<file path="config.mk">
export PLATFORM = sky130hd
export DESIGN_NAME = cnn_gap_classifier
export DESIGN_NICKNAME = d
export VERILOG_FILES = /design/src/rtl/cnn_gap_classifier.sv
export SDC_FILE = /design/constraint.sdc
export NUM_CORES = 1
export LEC_CHECK = 0
export CAP_MARGIN = 20
export CORE_MARGIN = 1.5
export CORE_UTILIZATION = 47
export CTS_BUF_LIST = sky130_fd_sc_hd__clkbuf_16
export CTS_CLUSTER_DIAMETER = 60
export DETAILED_ROUTE_END_ITERATION = 10
export GPL_ROUTABILITY_DRIVEN = 1
export PLACE_DENSITY = 0.66
export SLEW_MARGIN = 15
export SYNTH_ARGS = -nofsm -noshare
export SYNTH_HDL_FRONTEND = slang
export SYNTH_SLANG_ARGS = --single-unit
</file>
<file path="constraint.sdc">
create_clock -name clk -period 8.15 [get_ports clk]
set_input_delay 0.815 -clock clk [delete_from_list [all_inputs] [get_ports clk]]
set_output_delay 0.815 -clock clk [all_outputs]
set_load 0.01 [all_outputs]
</file>
<file path="src/rtl/cnn_gap_classifier.sv">
// Classifier head: per-channel global average pooling over a pixel-interleaved feature stream,
// followed by NCLS saturating signed class scores and a lowest-index-wins argmax.
module cnn_gap_classifier #(
  parameter int CH   = 4,
  parameter int PIX  = 1024,
  parameter int DW   = 8,
  parameter int NCLS = 4,
  parameter int WW   = 8,
  parameter int SW   = 16
) (
  input  logic                              clk,
  input  logic                              rst,
  input  logic                              start,
  input  logic                              feat_valid,
  input  logic [DW-1:0]                     feat_data,
  output logic                              feat_ready,
  input  logic                              w_we,
  input  logic [$clog2(NCLS*CH+NCLS)-1:0]   w_addr,
  input  logic [SW-1:0]                     w_data,
  output logic [$clog2(NCLS)-1:0]           class_out,
  output logic [SW-1:0]                     final_score,
  output logic                              done,
  output logic                              busy,
  output logic [2:0]                        debug_state
);

  localparam int PW  = $clog2(PIX);
  localparam int PCW = (PW > 0) ? PW : 1;
  localparam int AW  = DW + PW;
  localparam int CW  = (CH > 1) ? $clog2(CH) : 1;
  localparam int KW  = $clog2(NCLS);
  localparam int NW  = NCLS * CH;
  localparam int WIX = (NW > 1) ? $clog2(NW) : 1;
  localparam int WAW = $clog2(NW + NCLS);
  // Wide enough for bias plus CH full products without wrapping before saturation.
  localparam int MW  = SW + WW + DW + CW + 2;

  localparam logic [2:0] S_IDLE   = 3'd0;
  localparam logic [2:0] S_ACCUM  = 3'd1;
  localparam logic [2:0] S_POOL   = 3'd2;
  localparam logic [2:0] S_SCORE  = 3'd3;
  localparam logic [2:0] S_ARGMAX = 3'd4;
  localparam logic [2:0] S_DONE   = 3'd5;

  function automatic logic [SW-1:0] sat_score(input logic signed [MW-1:0] v);
    logic signed [MW-1:0] hi;
    logic signed [MW-1:0] lo;
    hi = {{(MW-SW+1){1'b0}}, {(SW-1){1'b1}}};
    lo = {{(MW-SW+1){1'b1}}, {(SW-1){1'b0}}};
    if (v > hi) begin
      return {1'b0, {(SW-1){1'b1}}};
    end else if (v < lo) begin
      return {1'b1, {(SW-1){1'b0}}};
    end else begin
      return v[SW-1:0];
    end
  endfunction

  logic [2:0]             state_q, state_d;
  logic [AW-1:0]          acc_q [CH];
  logic [AW-1:0]          acc_d [CH];
  logic [DW-1:0]          avg_q [CH];
  logic [DW-1:0]          avg_d [CH];
  logic [CW-1:0]          chan_q, chan_d;
  logic [PCW-1:0]         pix_q, pix_d;
  logic [KW-1:0]          k_q, k_d;
  logic [CW-1:0]          c_q, c_d;
  logic [KW-1:0]          a_q, a_d;
  logic signed [MW-1:0]   mac_q, mac_d;
  logic [SW-1:0]          score_q [NCLS];
  logic [SW-1:0]          score_d [NCLS];
  logic signed [SW-1:0]   best_q, best_d;
  logic [KW-1:0]          best_idx_q, best_idx_d;
  logic [KW-1:0]          class_q, class_d;
  logic [SW-1:0]          final_q, final_d;
  logic                   done_q, done_d;
  logic [WW-1:0]          weight_q [NW];
  logic [WW-1:0]          weight_d [NW];
  logic [SW-1:0]          bias_q [NCLS];
  logic [SW-1:0]          bias_d [NCLS];

  logic [WIX-1:0]         widx_s;
  logic [WW-1:0]          w_sel_s;
  logic signed [MW-1:0]   w_ext_s, a_ext_s, b_ext_s, prod_s, mac_sum_s;
  logic signed [SW-1:0]   cand_s;
  logic                   last_word_s;
  logic [KW-1:0]          bidx_s;

  // Next-state, datapath and weight-store update.
  always_comb begin
    state_d    = state_q;
    acc_d      = acc_q;
    avg_d      = avg_q;
    chan_d     = chan_q;
    pix_d      = pix_q;
    k_d        = k_q;
    c_d        = c_q;
    a_d        = a_q;
    mac_d      = mac_q;
    score_d    = score_q;
    best_d     = best_q;
    best_idx_d = best_idx_q;
    class_d    = class_q;
    final_d    = final_q;
    done_d     = 1'b0;
    weight_d   = weight_q;
    bias_d     = bias_q;

    last_word_s = (chan_q == CW'(CH-1)) && (pix_q == PCW'(PIX-1));
    widx_s      = WIX'(k_q) * WIX'(CH) + WIX'(c_q);
    w_sel_s     = weight_q[widx_s];
    w_ext_s     = {{(MW-WW){w_sel_s[WW-1]}}, w_sel_s};
    a_ext_s     = {{(MW-DW){1'b0}}, avg_q[c_q]};
    b_ext_s     = {{(MW-SW){bias_q[k_q][SW-1]}}, bias_q[k_q]};
    prod_s      = w_ext_s * a_ext_s;
    mac_sum_s   = ((c_q == CW'(0)) ? b_ext_s : mac_q) + prod_s;
    cand_s      = $signed(score_q[a_q]);
    bidx_s      = KW'(w_addr - WAW'(NW));

    case (state_q)
      S_IDLE: begin
        if (start) begin
          state_d = S_ACCUM;
          chan_d  = '0;
          pix_d   = '0;
          for (int i = 0; i < CH; i++) acc_d[i] = '0;
        end else begin
          state_d = S_IDLE;
        end
      end
      S_ACCUM: begin
        if (feat_valid) begin
          acc_d[chan_q] = acc_q[chan_q] + AW'(feat_data);
          if (chan_q == CW'(CH-1)) begin
            chan_d = '0;
            pix_d  = pix_q + PCW'(1);
          end else begin
            chan_d = chan_q + CW'(1);
          end
          if (last_word_s) begin
            state_d = S_POOL;
          end else begin
            state_d = S_ACCUM;
          end
        end else begin
          state_d = S_ACCUM;
        end
      end
      S_POOL: begin
        for (int i = 0; i < CH; i++) avg_d[i] = DW'(acc_q[i] >> PW);
        k_d     = '0;
        c_d     = '0;
        state_d = S_SCORE;
      end
      S_SCORE: begin
        mac_d = mac_sum_s;
        if (c_q == CW'(CH-1)) begin
          score_d[k_q] = sat_score(mac_sum_s);
          c_d          = '0;
          if (k_q == KW'(NCLS-1)) begin
            k_d     = '0;
            a_d     = '0;
            state_d = S_ARGMAX;
          end else begin
            k_d = k_q + KW'(1);
          end
        end else begin
          c_d = c_q + CW'(1);
        end
      end
      S_ARGMAX: begin
        // Strict compare keeps the earlier index on a tie.
        if ((a_q == KW'(0)) || (cand_s > best_q)) begin
          best_d     = cand_s;
          best_idx_d = a_q;
        end else begin
          best_d     = best_q;
          best_idx_d = best_idx_q;
        end
        if (a_q == KW'(NCLS-1)) begin
          class_d = best_idx_d;
          final_d = best_d;
          done_d  = 1'b1;
          state_d = S_DONE;
        end else begin
          a_d = a_q + KW'(1);
        end
      end
      S_DONE: begin
        state_d = S_IDLE;
      end
      default: begin
        state_d = S_IDLE;
      end
    endcase

    if (w_we && ((state_q == S_IDLE) || (state_q == S_DONE))) begin
      if (w_addr < WAW'(NW)) begin
        weight_d[w_addr[WIX-1:0]] = w_data[WW-1:0];
      end else if (w_addr < WAW'(NW + NCLS)) begin
        bias_d[bidx_s] = w_data;
      end else begin
        bias_d = bias_q;
      end
    end else begin
      weight_d = weight_q;
    end
  end

  // State and storage registers with synchronous reset.
  always_ff @(posedge clk) begin
    if (rst) begin
      state_q    <= S_IDLE;
      chan_q     <= '0;
      pix_q      <= '0;
      k_q        <= '0;
      c_q        <= '0;
      a_q        <= '0;
      mac_q      <= '0;
      best_q     <= '0;
      best_idx_q <= '0;
      class_q    <= '0;
      final_q    <= '0;
      done_q     <= 1'b0;
      for (int i = 0; i < CH; i++) begin
        acc_q[i] <= '0;
        avg_q[i] <= '0;
      end
      for (int i = 0; i < NCLS; i++) begin
        score_q[i] <= '0;
        bias_q[i]  <= '0;
      end
      for (int i = 0; i < NW; i++) weight_q[i] <= '0;
    end else begin
      state_q    <= state_d;
      acc_q      <= acc_d;
      avg_q      <= avg_d;
      chan_q     <= chan_d;
      pix_q      <= pix_d;
      k_q        <= k_d;
      c_q        <= c_d;
      a_q        <= a_d;
      mac_q      <= mac_d;
      score_q    <= score_d;
      best_q     <= best_d;
      best_idx_q <= best_idx_d;
      class_q    <= class_d;
      final_q    <= final_d;
      done_q     <= done_d;
      weight_q   <= weight_d;
      bias_q     <= bias_d;
    end
  end

  assign feat_ready  = (state_q == S_ACCUM);
  assign busy        = (state_q != S_IDLE);
  assign debug_state = state_q;
  assign class_out   = class_q;
  assign final_score = final_q;
  assign done        = done_q;

endmodule

</file>
# --- Yosys cells after proc, flatten, opt, wreduce, memory -nomap -nowiden ---
# Cells that the tools add are included.
classes:
  muxes: 62
  reduce_logical: 25
  n_mul: 1
  magnitude_cmp: 16
  n_bitwise: 9
  n_eq_ne: 17
  add_sub_neg: 9
op_table:
  columns: ["operator", "n"]
  rows:
  - ["$mux W16", 11]
  - ["$mux W72", 2]
  - ["$pmux W72 S2", 1]
  - ["$bwmux W128", 1]
  - ["$bwmux W64", 2]
  - ["$bwmux W72", 1]
  - ["$bmux W16 S2", 2]
  - ["$demux W16 S2", 2]
  - ["$mux W18", 3]
  - ["$mux W8", 5]
  - ["$add A36 B17 Y36", 1]
  - ["$bmux W18 S2", 1]
  - ["$demux W18 S2", 1]
  - ["$gt A36 B16 Y1 const B", 1]
  - ["$lt A36 B16 Y1 const B", 1]
  - ["$mux W36", 1]
  - ["$bmux W8 S4", 1]
  - ["$demux W8 S4", 1]
  - ["$mux W10", 3]
  - ["$mux W2", 11]
  - ["$pmux W10 S2", 1]
  - ["$add A18 B8 Y18", 1]
  - ["$mul A8 B9 Y17", 1]
  - ["$bmux W8 S2", 1]
  - ["other kinds (34)", 83]
totals:
  out_inout_bits: 24
  register_bits: 454
  word_cells: 183
  inputBits: 34

# --- Logic depth before layout (Yosys ltp) ---
# Gate-level depths: netlist (run 1).
depth:
  ltp_word: 13
  mapped_depth: 32
  mapped_depth_nobuf: 25

# --- Least setup slack after synthesis (run 1) ---
# No wires, ideal clock.
synth_path:
  kind: "register to register"
  from: "register c_q[1]"
  to: "register score_q[53] (netlist bit)"
  period_less_slack_ps: 8267
  path_slack_ps: -117
  arrival_time_ps: 8129
  stages_incl_launch_ff: 31
  t_required_ps: 8012
  cell_sequence: "dfxtp_1 clkbuf_1 buf_1 clkbuf_1 clkbuf_1 inv_1 ha_1 clkbuf_1 clkbuf_1 mux2i_1 fa_1 inv_1 fa_1 inv_1 fa_1 inv_1 fa_1 fa_1 ha_1 a21o_1 a31o_1 o21ai_1 o211ai_1 a311oi_1 xor2_1 nand3_1 or4b_1 o41a_2 buf_6 a21oi_4 a211oi_1"
synth_between:
  elab_chain_len: 13
  elab_cells_between_ends: 22
synth_rtl:
  columns: ["element", "line_no", "rtl"]
  rows:
  - ["from (decl)", "67", "logic [CW-1:0] c_q, c_d;"]
  - ["from (signal assigned)", "217", "c_q <= '0;"]
  - ["from (signal assigned)", "241", "c_q <= c_d;"]
  - ["$add A4 B2 Y4", "110", "widx_s = WIX'(k_q) * WIX'(CH) + WIX'(c_q);"]
  - ["$not A4 Y5 (not written as such)", "111", "w_sel_s = weight_q[widx_s];"]
  - ["$bmux W8 S4", "111", null]
  - ["$mux W8 (not written as such) (2 in a row)", "111", null]
  - ["$mul A8 B9 Y17", "115", "prod_s = w_ext_s * a_ext_s;"]
  - ["$add A36 B17 Y36", "116", "mac_sum_s = ((c_q == CW'(0)) ? b_ext_s : mac_q) + prod_s;"]
  - ["$lt A36 B16 Y1", "52", "end else if (v < lo) begin"]
  - ["$mux W16", "52", null]
  - ["$mux W16", "50", "if (v > hi) begin"]
  - ["$mux W16", "157", "if (c_q == CW'(CH-1)) begin"]
  - ["$mux W16", "120", "case (state_q)"]
  - ["$bwmux W64", "158", "score_d[k_q] = sat_score(mac_sum_s);"]
  - ["to (signal assigned)", "244", "score_q <= score_d;"]
  - ["to (decl)", "70", "logic [SW-1:0] score_q [NCLS];"]
# Parallel ways exist; a longest one is shown, timed or not. The select of a mux whose other input is x is not followed.
# A chain may end at the register's enable or synchronous reset.

# --- Worst setup path after layout (run 1) ---
layout_path:
  from: "register c_q[0]"
  to: "register score_q[42] (netlist bit)"
# Same word-level chain as after synthesis.

==> results of run 1 <==
[worst max-delay path, delay by kind of cell (launching register included)]
kind	cells	cell delay [ns]
buf+inv	4	0.47
flops	1	0.40
simple gates	2	0.62
compound gates	9	2.21
fa+ha+maj	6	2.91
mux	2	1.07
[layout by cell type, fill, tap and decap left out, types with 8 or more instances in the layout]
master           count
a211oi_1            93
buf_4               47
a21oi_4             10
ha_1               161
mux2i_1            184
o21a_1              20
and3_1              13
a21o_1              17
mux4_2              97
nand2_1            318
a21oi_1            196
nand3_1             61
nor2b_1             16
clkdlybuf4s50_1     56
inv_1              136
clkbuf_16           54
dfxtp_1            452
a22o_1              16
nor3_1              17
clkinv_1             8
nor2_1             360
nand2b_1            10
o21ai_0             62
clkinv_2            11
and2_1              38
a31oi_1             13
xor2_1              18
fa_1                53
xnor2_1             33
nand4_1             11
[cells in the mapped netlist (5+ instances only)]
cell type  count
a211oi_1      93
a21o_1        17
a21oi_1      198
a21oi_4       10
a22o_1        16
a31oi_1       14
and2_1        38
and3_1        13
buf_1         12
clkbuf_1     160
dfxtp_1      454
fa_1          53
ha_1         161
inv_1        126
mux2_2         7
mux2i_1      184
mux4_2        97
nand2_1      318
nand2b_1      10
nand3_1       61
nand3b_1       6
nand4_1       11
nor2_1       364
nor2b_1       17
nor3_1        17
o2111ai_1      6
o21a_1        20
o21ai_0       63
o21bai_1       7
o31ai_1        7
or2_2          5
or3_1          5
xnor2_1       33
xor2_1        18
[area by class of cell]
cell class	count	area, um^2	area share
clock buffer	53	1330	0.0479
tap	680	851	0.0307
sequential	454	9100	0.328
multi-input combinational	1916	14600	0.525
clock inverter	38	264	0.00953
timing repair buffer	115	1130	0.0409
inverter	127	477	0.0172
[power groups by stage]
| stage | logic [mW] | registers (mW) | clock network [mW] |
|---|---|---|---|
| after floorplan | 0.156 | 2.28 | 0 |
| after global placement | 0.221 | 2.28 | 0 |
| after detailed placement | 0.228 | 2.28 | 0 |
| after CTS | 0.229 | 2.23 | 2.23 |
| after global routing | 0.258 | 2.23 | 2.32 |
| final | 0.239 | 2.23 | 2.19 |
[through the flow]
stage	TNS (ns)	hold slack, ns
final	0	0.451
after global routing	-0.0986	0.466
after CTS	0	0.453
after detailed placement	0	0.445
after global placement	0	0.436
after floorplan	0	0.420
[logic make-up (layout without fill, tap and decap cells)]
kind of cell,after synthesis,after routing,share of synthesized area
AND/OR/NAND/NOR,881,881,0.151
AO/OA/AOI/OAI,482,482,0.126
flip-flops,454,454,0.368
buffers and inverters,303,333,0.0467
multiplexers,288,288,0.166
adder cells (fa/ha/maj),214,214,0.124
XOR/XNOR,51,51,0.0181
[what timing repair did]
item,in CTS,in global routing
setup buffers,0,5
gates cloned,0,1
setup endpoints to repair,19,60
gates resized for setup,1,12
pin swaps,0,3
[routing by layer]
metal | wire [um] | share of wire | global-route usage
met5 | 0 | 0 | 0
met4 | 1580 | 0.026 | 0.0728
met3 | 2730 | 0.045 | 0.0294
met2 | 29300 | 0.48 | 0.377
met1 | 27700 | 0.45 | 0.305
[final timing paths]
| path | endpoint | slack, ns | cells after the start |
|---|---|---|---|
| hold / removal | avg_q[1] | 0.45 | 2 |
| hold reg to reg | avg_q[1] | 0.45 | 2 |
| setup / recovery | score_q[42] | 0.27 | 23 |
| setup reg to reg | score_q[42] | 0.27 | 23 |
[flip-flops by register name, indices dropped and copies added (netlist names), 3 cells and up]
register	cells
weight_q	128
best_q	16
final_score	16
avg_q	32
debug_state	3
pix_q	10
mac_q	36
bias_q	64
score_q	64
acc_q	72
==> flow_metrics.env, run 1 <==
export IMPL_cp_required_ns=8.58
export IMPL_ys_flop_type="dfxtp_1"
export IMPL_p_leak_nw=11.9
export IMPL_grt_usage=0.227
export IMPL_gp_congestion=0.891
export IMPL_grt_max_degree=246
export IMPL_drt_wl_total_um=61300
export IMPL_port_buffers=57
export IMPL_tightest_slew_ns=1.22
export IMPL_fin_crit_ns=7.88
export IMPL_drc=0
export IMPL_area_growth_pct=12.0
export IMPL_critPathCaptureType="flip-flop"
export IMPL_post_route_util=0.537
export IMPL_power_share_clock=0.470
export IMPL_slew_viol_final=0
export IMPL_dieArea_um2=54000
export IMPL_crit_top_cell="fa_1"
export IMPL_r2r_start="c_q[0]"
export IMPL_layout_cells_non_filler=3383
export IMPL_clockRootBuffer="clkbuf_16"
export IMPL_holdBufCountCts=0
export IMPL_finalHoldViolCount=0
export IMPL_path_cells="buf_12 > mux4_2 > mux4_2 > and2_1 > fa_1 > inv_1 > fa_1 > inv_1 > fa_1 > fa_1 > fa_1 > ha_1 > o2111ai_1 > a31oi_2 > a211oi_4 > o21a_1 > o211a_1 > nor4b_2 > o2111ai_1 > o41a_4 > buf_12 > a21oi_4 > a211oi_1"
export IMPL_worstSetupStartpointType="flip-flop"
export IMPL_path_max_fanout=12
export IMPL_ys_ff_latch=454
export IMPL_clock_fmax_ghz=0.127
export IMPL_stdcell_area_um2=27700
export IMPL_cts_sinks=454
export IMPL_ios=58
export IMPL_syn_avg_cell_area_um2=9.25
export IMPL_chipWidth_um=232
export IMPL_num_antenna_cells=0
export IMPL_cts_buffer_depth=3
export IMPL_cts_buffers=51
export IMPL_relSlewSlack=0.189
export IMPL_p_sw_frac=0.233
export IMPL_synth_top_area_cell="dfxtp_1"
export IMPL_clk_pin_slew_ns=0.06
export IMPL_synth_edf_count=0
export IMPL_overflow=0
export IMPL_grt_pass1_wl_um=98300
export IMPL_yosys_warnings=0
export IMPL_hp_class="reg -> reg"
export IMPL_critPathSlowestCell="mux4_2"
export IMPL_synthTopCellsByArea="dfxtp_1 37%, mux4_2 8.8%, ha_1 8.1%"
export IMPL_placedCellCount=3284
export IMPL_fin_crit_sh=0.966
export IMPL_fin_nets=2913
export IMPL_combPwrFrac=0.051
export IMPL_syn_area_um2=24700
export IMPL_dr_pass1_iters=5
export IMPL_core_um2=51600
export IMPL_min_from="avg_q[1]"
export IMPL_critPathKind="reg -> reg"
export IMPL_skew_ns=0.0311
export IMPL_p_per_area_nw_per_um2=168
export IMPL_max_stage_delay_ns=0.56
export IMPL_net_switching_power_mw=1.09
export IMPL_htreeDepth=2
export IMPL_crit_arrival_ns=8.31
export IMPL_vdd_drop_max_mv=0.151
export IMPL_p_int_mw=3.58
export IMPL_via_count=19100
export IMPL_via_per_inst=5.66
export IMPL_synth_cell_types=67
export IMPL_drive_gt1_frac=0.100
export IMPL_synthArstFlopShare=0
export IMPL_ant_nets=0
export IMPL_dpl_cell_area_um2=25900
export IMPL_yosysSeqAreaShare=0.368
export IMPL_post_place_ws_ns=0.00134
export IMPL_antenna_found_initial=0
export IMPL_synth_cells=2673
export IMPL_status="finished clean"
export IMPL_worst_slack_ns=0.274
export IMPL_start_util=0.479
export IMPL_die_y_um=232
export IMPL_rows=83
export IMPL_cap_violations=0
export IMPL_pwr_share_seq=0.479
export IMPL_cts_tree="yes"
export IMPL_grt_pass1_vias=18800
export IMPL_synth_nets=2921
export IMPL_startpoint="c_q[0]"
export IMPL_setup_viol=0
export IMPL_clock_latency_ns=0.60
export IMPL_nFillCells=4634
export IMPL_totalPowerFinal_mw=4.66
export IMPL_drt_iter0_drc=1403
export IMPL_post_drt_wl_per_cell_um=18.1
export IMPL_hpwl_um=42100
export IMPL_synth_top_area_frac=0.368
(Power assumes the default switching activity.)
==> run 2, diff against run 1 <==
--- a/config.mk
+++ b/config.mk
@@ -5,14 +5,14 @@
 export SDC_FILE = /design/constraint.sdc
 export NUM_CORES = 1
 export LEC_CHECK = 0
-export CAP_MARGIN = 20
+export CAP_MARGIN = 25
 export CORE_MARGIN = 1.5
-export CORE_UTILIZATION = 47
+export CORE_UTILIZATION = 57
 export CTS_BUF_LIST = sky130_fd_sc_hd__clkbuf_16
 export CTS_CLUSTER_DIAMETER = 60
 export DETAILED_ROUTE_END_ITERATION = 10
 export GPL_ROUTABILITY_DRIVEN = 1
-export PLACE_DENSITY = 0.66
+export PLACE_DENSITY = 0.77
 export SLEW_MARGIN = 15
 export SYNTH_ARGS = -nofsm -noshare
 export SYNTH_HDL_FRONTEND = slang
==> run 2 against run 1 <==
  * Worst setup slack got worse by 0.074 ns
  * Clock-buffer cell count fell by 3
  * Flip-flop and latch count did not move
  * Cell area barely moved
  * Clock power fell by 5%
  * Sequential share of layout area barely moved
==> flow_metrics.env, run 2 (synthesized netlist as in run 1, its figures left out) <==
export IMPL_drt_met1_wl_um=25600
export IMPL_fin_crit_sh=0.975
export IMPL_slew_viol_final=0
export IMPL_tns_ns=0
export IMPL_post_route_util=0.644
export IMPL_finalHoldViolCount=0
export IMPL_drt_iter0_drc=1506
export IMPL_multi_input_area_um2=14600
export IMPL_dpl_cell_area_um2=25900
export IMPL_drc=0
export IMPL_hold_end="bias_q[59]"
export IMPL_via_count=19600
export IMPL_r2r_end="score_q[26]"
export IMPL_ant_nets=0
export IMPL_path_max_fanout=12
export IMPL_totalPowerFinal_mw=4.58
export IMPL_placedCellCount=3191
export IMPL_cp_required_ns=8.58
export IMPL_regToRegSetupSlack_ns=0.20
export IMPL_tightest_slew_ns=1.16
export IMPL_dr_pass1_iters=5
export IMPL_dieArea_um2=44600
export IMPL_setup_viol=0
export IMPL_hold_depth=2
export IMPL_status="finished clean"
export IMPL_largestRegisters="weight_q: 128 flops, acc_q: 72 flops"
export IMPL_nFillCells=3475
export IMPL_wl_met3_um=3540
export IMPL_hp_class="reg -> reg"
export IMPL_relSlewSlack=0.215
export IMPL_skew_ns=0.0193
export IMPL_top_register="weight_q"
export IMPL_topRoutingLayerUsed="met4"
export IMPL_most_common_layout_cells="452 x dfxtp_1, 360 x nor2_1, 318 x nand2_1"
export IMPL_drt_wl_total_um=61500
export IMPL_final_common_cell="dfxtp_1"
export IMPL_stdcell_area_um2=27700
export IMPL_fin_crit_ns=7.95
export IMPL_cts_sinks=454
export IMPL_worstSetupStartpointType="flip-flop"
export IMPL_hpwl_um=41900
export IMPL_p_per_area_nw_per_um2=165
export IMPL_ios=58
export IMPL_cts_buffer_depth=3
export IMPL_num_antenna_cells=0
export IMPL_cts_tree="yes"
export IMPL_min_from="bias_q[59]"
export IMPL_die_y_um=211
export IMPL_core_um2=43000
export IMPL_gp_congestion=0.935
export IMPL_largest_reg_flops=128
export IMPL_cts_buffers=49
export IMPL_grt_usage=0.272
export IMPL_area_growth_pct=12.0
export IMPL_dr_wl_met2_um=30100
export IMPL_grt_pass1_vias=19200
export IMPL_critPathKind="reg -> reg"
export IMPL_overflow=0
export IMPL_grt_pass1_wl_um=97500
export IMPL_port_buffers=57
export IMPL_crit_arrival_ns=8.38
export IMPL_p_leak_nw=11.9
export IMPL_clock_latency_ns=0.60
export IMPL_whs_ns=0.452
export IMPL_register_area_um2=9100
export IMPL_antenna_found_initial=0
export IMPL_grt_max_degree=138
export IMPL_clock_fmax_ghz=0.126
export IMPL_htreeDepth=2
export IMPL_clockRootBuffer="clkbuf_16"
export IMPL_via_per_inst=5.94
export IMPL_worst_slack_ns=0.200
export IMPL_drive_gt1_frac=0.104
export IMPL_clk_pin_slew_ns=0.06
export IMPL_start_util=0.575
export IMPL_layout_cells_non_filler=3294
export IMPL_fin_nets=2923
export IMPL_cap_violations=0
export IMPL_post_drt_wl_per_cell_um=18.7
export IMPL_post_place_ws_ns=-0.0814
export IMPL_r2r_start="c_q[0]"
export IMPL_critPathCaptureType="flip-flop"
export IMPL_r2r_cells=26
export IMPL_vdd_drop_max_mv=0.163
export IMPL_chipWidth_um=211
export IMPL_rows=76
[run 2: changes by cell type in the layout (fill, tap and decap cells not counted), sizes merged]
cell | previous run | this run
bufinv | 3 | 2
buf | 58 | 69
inv | 139 | 143
clkbuf | 54 | 52
clkinv | 20 | 17
clkinvlp | 3 | 0
[run 2: routing by layer]
metal / GRT usage / vias up
met5: 0 / -
met4: 0.109 / 0
met3: 0.0395 / 139
met2: 0.465 / 577
met1: 0.346 / 9563
li1: - / 9293
[run 2: critical path, cell delays in order, from the launching register on]
cell,delay (ns)
dfxtp_4,0.39
buf_12,0.17
mux4_2,0.50
mux4_2,0.56
and2_1,0.19
fa_1,0.53
inv_1,0.05
fa_1,0.49
inv_1,0.06
fa_1,0.51
fa_1,0.53
fa_2,0.61
ha_4,0.23
nand3_1,0.10
nor2_1,0.07
buf_4,0.15
o21a_2,0.23
o31ai_4,0.28
a31oi_2,0.15
xnor2_1,0.22
nand3_1,0.08
or4b_1,0.57
o41a_4,0.48
clkbuf_4,0.20
buf_4,0.16
a21oi_4,0.15
a211oi_1,0.11
[run 2: layout make-up]
class | instances | share of cell area
Clock inverter | 35 | 0.00886
Multi-Input combinational cell | 1916 | 0.528
Clock buffer | 50 | 0.0452
Tap cell | 585 | 0.0264
Inverter | 127 | 0.0172
Sequential cell | 454 | 0.328
Timing Repair Buffer | 127 | 0.0456
[run 2: worst max-delay path by stage]
stage | startpoint | to | slack, ns | cells past startpoint
finish | c_q[0] | score_q[26] | 0.20 | 26
global route | c_q[0] | score_q[26] | -0.08 | 26
CTS | c_q[0] | score_q[49] | 0.06 | 23
detailed placement | c_q[0] | score_q[59] | -0.08 | 24
global placement | c_q[0] | score_q[27] | 0.08 | 24
floorplan | c_q[1] | score_q[53] | 0.06 | 30
[run 2: power breakdown]
group | switching, mW | internal [mW]
combinational | 0.159 | 0.0899
sequential | 0.00735 | 2.23
clock | 0.918 | 1.18
total | 1.08 | 3.49
[run 2: repair_timing]
item	4_1_cts	5_1_grt
resized for setup	2	22
buffers inserted	0	14
hold buffers	0	0
cloned	0	1
setup endpoints to repair	40	60
pin swaps	2	5
